$ cat config.mk
export PLATFORM = sky130hd
export DESIGN_NAME = nand_logic_sequencer_flat
export DESIGN_NICKNAME = d
export VERILOG_FILES = /design/src/rtl/nand_logic_sequencer_pkg.sv /design/src/rtl/nand_logic_sequencer_if.sv /design/src/rtl/nand_logic_sequencer_nand00.sv /design/src/rtl/nand_logic_sequencer.sv /design/src/flat_wrapper.sv
export SDC_FILE = /design/constraint.sdc
export NUM_CORES = 1
export LEC_CHECK = 0
export BUFFER_PORTS_ARGS = -buffer_cell sky130_fd_sc_hd__buf_2
export CELL_PAD_IN_SITES_DETAIL_PLACEMENT = 1
export CELL_PAD_IN_SITES_GLOBAL_PLACEMENT = 2
export CORE_MARGIN = 2
export CORE_UTILIZATION = 35
export CTS_CLUSTER_DIAMETER = 30
export DETAILED_ROUTE_END_ITERATION = 6
export MAX_ROUTING_LAYER = met4
export PLACE_DENSITY = 0.83
export SLEW_MARGIN = 20
export SYNTH_ARGS = -nofsm -noshare
export SYNTH_HDL_FRONTEND = slang
export SYNTH_HIERARCHICAL = 1
export SYNTH_SLANG_ARGS = --single-unit
$ cat constraint.sdc
create_clock -name clk -period 3.55 [get_ports clk]
set_input_delay 0.355 -clock clk [delete_from_list [all_inputs] [get_ports clk]]
set_output_delay 0.355 -clock clk [all_outputs]
set_load 0.01 [all_outputs]
$ cat src/rtl/nand_logic_sequencer_pkg.sv
// Shared opcodes, FSM state encoding and per-opcode step helpers for the NAND sequencer.
package nand_logic_sequencer_pkg;

    localparam int unsigned OP_W   = 3;
    localparam int unsigned STEP_W = 2;

    localparam logic [OP_W-1:0] OP_NAND = 3'd0;
    localparam logic [OP_W-1:0] OP_AND  = 3'd1;
    localparam logic [OP_W-1:0] OP_OR   = 3'd2;
    localparam logic [OP_W-1:0] OP_XOR  = 3'd3;
    localparam logic [OP_W-1:0] OP_NOTA = 3'd4;

    typedef enum logic [1:0] {
        IDLE = 2'd0,
        EXEC = 2'd1,
        DONE = 2'd2
    } state_e;

    // Index of the final NAND step for one result bit (steps per bit minus one).
    function automatic logic [STEP_W-1:0] last_step(input logic [OP_W-1:0] op);
        case (op)
            OP_NAND: last_step = 2'd0;
            OP_AND:  last_step = 2'd1;
            OP_OR:   last_step = 2'd2;
            OP_XOR:  last_step = 2'd3;
            OP_NOTA: last_step = 2'd0;
            default: last_step = 2'd0;
        endcase
    endfunction

    // Opcodes 5..7 have no defined function.
    function automatic logic op_reserved(input logic [OP_W-1:0] op);
        op_reserved = (op > OP_NOTA);
    endfunction

endpackage

$ cat src/rtl/nand_logic_sequencer_if.sv
// Request/response handshake bundle between decode, the sequencer and the result bus.
interface nand_logic_sequencer_if #(
    parameter int unsigned WIDTH = 8
) ();
    import nand_logic_sequencer_pkg::*;

    logic              in_valid;
    logic              in_ready;
    logic [OP_W-1:0]   op;
    logic [WIDTH-1:0]  a;
    logic [WIDTH-1:0]  b;
    logic              out_valid;
    logic              out_ready;
    logic [WIDTH-1:0]  q;
    logic              err;

    modport master (
        output in_valid, op, a, b, out_ready,
        input  in_ready, out_valid, q, err
    );

    modport slave (
        input  in_valid, op, a, b, out_ready,
        output in_ready, out_valid, q, err
    );
endinterface

$ cat src/rtl/nand_logic_sequencer_nand00.sv
// The single two-input NAND cell shared by every operation.
module nand00 (
    input  logic a,
    input  logic b,
    output logic q
);
    assign q = ~(a & b);
endmodule

$ cat src/rtl/nand_logic_sequencer.sv
// Bit-serial logic unit: schedules one NAND evaluation per cycle on a single shared gate.
module nand_logic_sequencer
    import nand_logic_sequencer_pkg::*;
#(
    parameter int unsigned WIDTH = 8
) (
    input  logic                    clk,
    input  logic                    rst,
    nand_logic_sequencer_if.slave   bus,
    output logic                    busy
);

    localparam int unsigned IDX_W = (WIDTH > 1) ? $clog2(WIDTH) : 1;

    state_e              state, state_n;
    logic [WIDTH-1:0]    a_r, a_n, b_r, b_n, result, result_n;
    logic [OP_W-1:0]     op_r, op_n;
    logic [IDX_W-1:0]    bit_idx, bit_n;
    logic [STEP_W-1:0]   step, step_n;
    logic                t1, t1_n, t2, t2_n, t3, t3_n;
    logic                err_r, err_n;
    logic                in_ready_r, out_valid_r, busy_r;
    logic                ai, bi, g_a, g_b, g_q;

    assign ai = a_r[bit_idx];
    assign bi = b_r[bit_idx];

    nand00 u_nand (
        .a (g_a),
        .b (g_b),
        .q (g_q)
    );

    // Step mux: selects the shared gate's operands for the current op/step.
    always_comb begin
        g_a = 1'b0;
        g_b = 1'b0;
        if (state == EXEC) begin
            case (op_r)
                OP_NAND: begin g_a = ai; g_b = bi; end
                OP_AND: begin
                    if (step == 2'd0) begin g_a = ai; g_b = bi; end
                    else              begin g_a = t1; g_b = t1; end
                end
                OP_OR: begin
                    case (step)
                        2'd0:    begin g_a = ai; g_b = ai; end
                        2'd1:    begin g_a = bi; g_b = bi; end
                        default: begin g_a = t1; g_b = t2; end
                    endcase
                end
                OP_XOR: begin
                    case (step)
                        2'd0:    begin g_a = ai; g_b = bi; end
                        2'd1:    begin g_a = ai; g_b = t1; end
                        2'd2:    begin g_a = bi; g_b = t1; end
                        default: begin g_a = t2; g_b = t3; end
                    endcase
                end
                OP_NOTA: begin g_a = ai; g_b = ai; end
                default: begin g_a = 1'b0; g_b = 1'b0; end
            endcase
        end
    end

    // Next-state and datapath update: accept, per-step temp/result writes, output handshake.
    always_comb begin
        state_n  = state;
        a_n      = a_r;
        b_n      = b_r;
        op_n     = op_r;
        bit_n    = bit_idx;
        step_n   = step;
        t1_n     = t1;
        t2_n     = t2;
        t3_n     = t3;
        result_n = result;
        err_n    = err_r;
        case (state)
            IDLE: begin
                if (bus.in_valid && in_ready_r) begin
                    result_n = '0;
                    if (op_reserved(bus.op)) begin
                        err_n   = 1'b1;
                        state_n = DONE;
                    end else begin
                        a_n     = bus.a;
                        b_n     = bus.b;
                        op_n    = bus.op;
                        err_n   = 1'b0;
                        bit_n   = '0;
                        step_n  = '0;
                        t1_n    = 1'b0;
                        t2_n    = 1'b0;
                        t3_n    = 1'b0;
                        state_n = EXEC;
                    end
                end
            end
            EXEC: begin
                if (step == last_step(op_r)) begin
                    result_n[bit_idx] = g_q;
                    step_n            = '0;
                    if (bit_idx == IDX_W'(WIDTH - 1)) begin
                        state_n = DONE;
                    end else begin
                        bit_n = IDX_W'(bit_idx + 1'b1);
                    end
                end else begin
                    step_n = STEP_W'(step + 1'b1);
                    case (step)
                        2'd0:    t1_n = g_q;
                        2'd1:    t2_n = g_q;
                        default: t3_n = g_q;
                    endcase
                end
            end
            DONE: begin
                if (bus.out_ready) begin
                    state_n = IDLE;
                end
            end
            default: state_n = IDLE;
        endcase
    end

    // State and datapath registers with synchronous reset; handshake outputs track next state.
    always_ff @(posedge clk) begin
        if (rst) begin
            state       <= IDLE;
            a_r         <= '0;
            b_r         <= '0;
            op_r        <= '0;
            bit_idx     <= '0;
            step        <= '0;
            t1          <= 1'b0;
            t2          <= 1'b0;
            t3          <= 1'b0;
            result      <= '0;
            err_r       <= 1'b0;
            in_ready_r  <= 1'b0;
            out_valid_r <= 1'b0;
            busy_r      <= 1'b0;
        end else begin
            state       <= state_n;
            a_r         <= a_n;
            b_r         <= b_n;
            op_r        <= op_n;
            bit_idx     <= bit_n;
            step        <= step_n;
            t1          <= t1_n;
            t2          <= t2_n;
            t3          <= t3_n;
            result      <= result_n;
            err_r       <= err_n;
            in_ready_r  <= (state_n == IDLE);
            out_valid_r <= (state_n == DONE);
            busy_r      <= (state_n != IDLE);
        end
    end

    assign bus.in_ready  = in_ready_r;
    assign bus.out_valid = out_valid_r;
    assign bus.q         = result;
    assign bus.err       = err_r;
    assign busy          = busy_r;

endmodule

$ cat src/flat_wrapper.sv
// flat-port wrapper written by rule: the top's interface ports become plain ports
module nand_logic_sequencer_flat import nand_logic_sequencer_pkg::*;
#(
    parameter int unsigned WIDTH = 8
)
  (clk, rst, busy, bus_in_valid, bus_op, bus_a, bus_b, bus_out_ready, bus_in_ready, bus_out_valid, bus_q, bus_err);
  nand_logic_sequencer_if #(.WIDTH(WIDTH)) bus_i ();
  input  logic clk;
  input  logic rst;
  output logic busy;
  input wire logic [$bits(bus_i.in_valid)-1:0] bus_in_valid;
  input wire logic [$bits(bus_i.op)-1:0] bus_op;
  input wire logic [$bits(bus_i.a)-1:0] bus_a;
  input wire logic [$bits(bus_i.b)-1:0] bus_b;
  input wire logic [$bits(bus_i.out_ready)-1:0] bus_out_ready;
  output wire logic [$bits(bus_i.in_ready)-1:0] bus_in_ready;
  output wire logic [$bits(bus_i.out_valid)-1:0] bus_out_valid;
  output wire logic [$bits(bus_i.q)-1:0] bus_q;
  output wire logic [$bits(bus_i.err)-1:0] bus_err;
  assign bus_i.in_valid = bus_in_valid;
  assign bus_i.op = bus_op;
  assign bus_i.a = bus_a;
  assign bus_i.b = bus_b;
  assign bus_i.out_ready = bus_out_ready;
  assign bus_in_ready = bus_i.in_ready;
  assign bus_out_valid = bus_i.out_valid;
  assign bus_q = bus_i.q;
  assign bus_err = bus_i.err;
  nand_logic_sequencer #(.WIDTH(WIDTH)) u_core (.clk(clk), .rst(rst), .bus(bus_i), .busy(busy));
endmodule
==> results.sh <==
export IMPL_synthSimpleGateAreaFrac_pct=24.06
export IMPL_skew_ns=0.007275
export IMPL_path_cells="mux2_2, mux4_2, nand3_1, o21a_1, nand4_1, nand2_1, nor2b_1, nand4_1, o31ai_1"
export IMPL_num_nets_final=338
export IMPL_wl_met2_mm=2.766
export IMPL_synth_xor_area_share_pct=0.3889
export IMPL_synth_nets=310
export IMPL_ys_flop_type="dfxtp_1"
export IMPL_status="completed"
export IMPL_finish_utilization_pct=40.62
export IMPL_portBuffers=34
export IMPL_hold_class="in2reg"
export IMPL_coreArea_um2=6277
export IMPL_p_leak_nw=0.9712
export IMPL_slew_violations=0
export IMPL_topRoutingLayerUsed="met4"
export IMPL_antenna_found_initial=0
export IMPL_hold_viol_final=0
export IMPL_seq_area_frac_synth_pct=36.44
export IMPL_required_ns=3.75
export IMPL_cts_sinks=41
export IMPL_initial_core_util_pct=35.88
export IMPL_grt_max_degree=26
export IMPL_synth_top_area_share_pct=36.44
export IMPL_fin_crit_sh_pct=75.00
export IMPL_grt_setup_unrepaired="no"
export IMPL_ys_types=48
export IMPL_grt_pass1_wl_mm=10.81
export IMPL_peakVddDrop_mv=0.1825
export IMPL_synth_mux_area_share_pct=6.278
export IMPL_path_delay_family="multiplexers"
export IMPL_max_clock_path_buffers=2
export IMPL_gp_congestion=0.8131
export IMPL_met3RoutedLength_um=197
export IMPL_crit_type="reg2reg"
export IMPL_synthMostInstantiatedCell="nand2_1"
export IMPL_path_clk_slew_ns=0.08
export IMPL_dieArea_um2=7092
export IMPL_fin_crit_ns=2.663
export IMPL_fin_setup_tns_ns=0
export IMPL_tightestPinTransition_ns=0.6877
export IMPL_max_freq_mhz=375.6
export IMPL_root_buffer="clkbuf_8"
export IMPL_synth_area_leader_cell="dfxtp_1"
export IMPL_synth_area_um2=2252
export IMPL_drc=0
export IMPL_setup_violations_final=0
export IMPL_first_pass_iters=4
export IMPL_first_iter_violations=175
export IMPL_p_per_area_nw_per_um2=360.2
export IMPL_hold_buffers=0
export IMPL_clock_latency_ns=0.29
export IMPL_chipWidth_um=84.22
export IMPL_routed_wl_mm=6.081
export IMPL_max_slew_margin_rel_pct=53.51
export IMPL_ys_ff_latch=41
export IMPL_cp_common_cell="nand4_1"
export IMPL_avgRoutedWirePerCell_um=15.79
export IMPL_path_max_fanout=13
export IMPL_grt_ovfl_total=0
export IMPL_cp_arrival_ns=2.86
export IMPL_avgSynthCellArea_um2=8.015
export IMPL_synthAdderAreaFrac_pct=3.333
export IMPL_tritoncts="built"
export IMPL_antennaDiodeCount=0
export IMPL_ys_warn_count=6
export IMPL_grt_usage_pct=19.16
export IMPL_rows=29
export IMPL_synth_compound_area_share_pct=24.44
export IMPL_synth_common_cells="nand2_1 (52), dfxtp_1 (41), a21oi_1 (28)"
export IMPL_slowest_delay_ns=0.63
export IMPL_cts_setup_buffers=0
export IMPL_die_y_um=84.22
export IMPL_cp_slowest_cell="dfxtp_1"
export IMPL_startpoint_type="flip-flop"
export IMPL_critPathCaptureType="flip-flop"
export IMPL_cts_buffers_inserted=5
export IMPL_io_pins=35
export IMPL_synthArstFlopShare_pct=0
export IMPL_synth_top_family_by_area="compound AO/OA/AOI/OAI gates"
export IMPL_syn_inst=281
export IMPL_drive_gt1_share_pct=18.18
export IMPL_met1Wirelength_mm=3.072
export IMPL_crit_buf_inv=0
export IMPL_htreeDepth=2
export IMPL_synthTopCellsByArea="dfxtp_1 (36%), nand2_1 (8.7%), a21oi_1 (6.2%)"
export IMPL_synth_edff_count=0
export IMPL_antenna_left=0
export IMPL_maxCapViolations=0
export IMPL_grt_pass1_vias=2155
export IMPL_cts_resized=0
export IMPL_hpwl_mm=4.408
export IMPL_routed_via_count=2137
export IMPL_area_growth_syn_to_layout_pct=13.22
export IMPL_vias_per_cell=5.551
==> cell type report <==
type / instances / area, µm²
sequential: 41 / 820.8
timing repair buffer: 41 / 222.7
tap: 77 / 96.34
multi-input combinational: 215 / 1318
fill: 781 / 3727
clock inverter: 1 / 5.005
clock buffer: 5 / 68.82
inverter: 5 / 18.77
==> metrics by stage <==
step | hold slack [ns] | power (mW) | setup WS [ns] | cells | cell area [µm²]
global placement | 0.4422 | 0.6505 | 0.9332 | 379 | 2476
finish | 0.2994 | 0.9185 | 0.8873 | 385 | 2550
CTS | 0.2908 | 0.9339 | 0.8464 | 385 | 2550
global route | 0.2957 | 0.9775 | 0.6216 | 385 | 2550
floorplan | 0.4318 | 0.5978 | 1.301 | 281 | 2252
detailed placement | 0.4471 | 0.6520 | 0.8720 | 379 | 2476
==> sequential cells by signal, indices dropped and copies added (netlist names), 2 cells and up <==
signal          flops
u_core/op_r         3
u_core/a_r          8
u_core/bus.q        8
u_core/bit_idx      3
u_core/step         2
u_core/state        2
u_core/b_r          8
==> kinds of logic after synthesis <==
family	count (synthesis)
muxes	11
and+or+nand+nor	111
adders and majority gates	6
buffers and inverters	25
AOI/OAI and AO/OA	86
DFF	41
xor gates and xnor gates	1
==> power breakdown <==
part / total [mW] / switching, mW / internal [mW]
Sequential: 0.501 / 0.0208 / 0.480
Combinational: 0.140 / 0.0869 / 0.0527
Clock: 0.278 / 0.149 / 0.129
==> per-layer routing <==
layer / vias to the layer above / track usage, %
li1: 1073 / -
met1: 1021 / 26.88
met2: 38 / 29.15
met3: 5 / 3.245
met4: 0 / 3.959
met5: - / -
==> worst min-delay path, cell delays in order <==
cell and delay, ns:
buf_2 0.09, nand2_1 0.05, a21oi_1 0.05
==> placed cells by master, fill, tap and decap left out, types with 2 or more instances in the layout <==
master / netlist / routed
clkbuf_8: 0 / 5
nand3_1: 11 / 11
mux2i_1: 4 / 4
mux2_2: 2 / 2
o21ai_0: 13 / 13
dfxtp_1: 41 / 41
a311oi_1: 2 / 2
o211a_1: 2 / 2
o21a_1: 2 / 2
nand3b_1: 2 / 2
or3_1: 3 / 3
nand4_1: 4 / 4
a31oi_1: 9 / 9
buf_4: 2 / 7
nor2_1: 10 / 10
mux2_4: 3 / 3
and3_1: 2 / 2
nor2b_1: 13 / 13
inv_1: 5 / 5
o31ai_1: 5 / 5
a21oi_1: 28 / 28
nor3_1: 2 / 2
o211ai_1: 14 / 14
buf_2: 4 / 34
nand2_1: 52 / 52
ha_1: 6 / 6
a211oi_1: 2 / 2
nand2b_1: 6 / 6
==> final timing paths <==
kind / cells past startpoint / to / slack (ns) / startpoint
worst min register to register: 2 / u_core/b_r[3] / 0.46 / u_core/b_r[3]
worst max register to register: 9 / u_core/bus.q[1] / 0.89 / u_core/bit_idx[2]
worst max-delay path: 9 / u_core/bus.q[1] / 0.89 / u_core/bit_idx[2]
worst min-delay path: 3 / u_core/a_r[6] / 0.30 / bus_a[6]
Power figures use the tool's default switching activity.
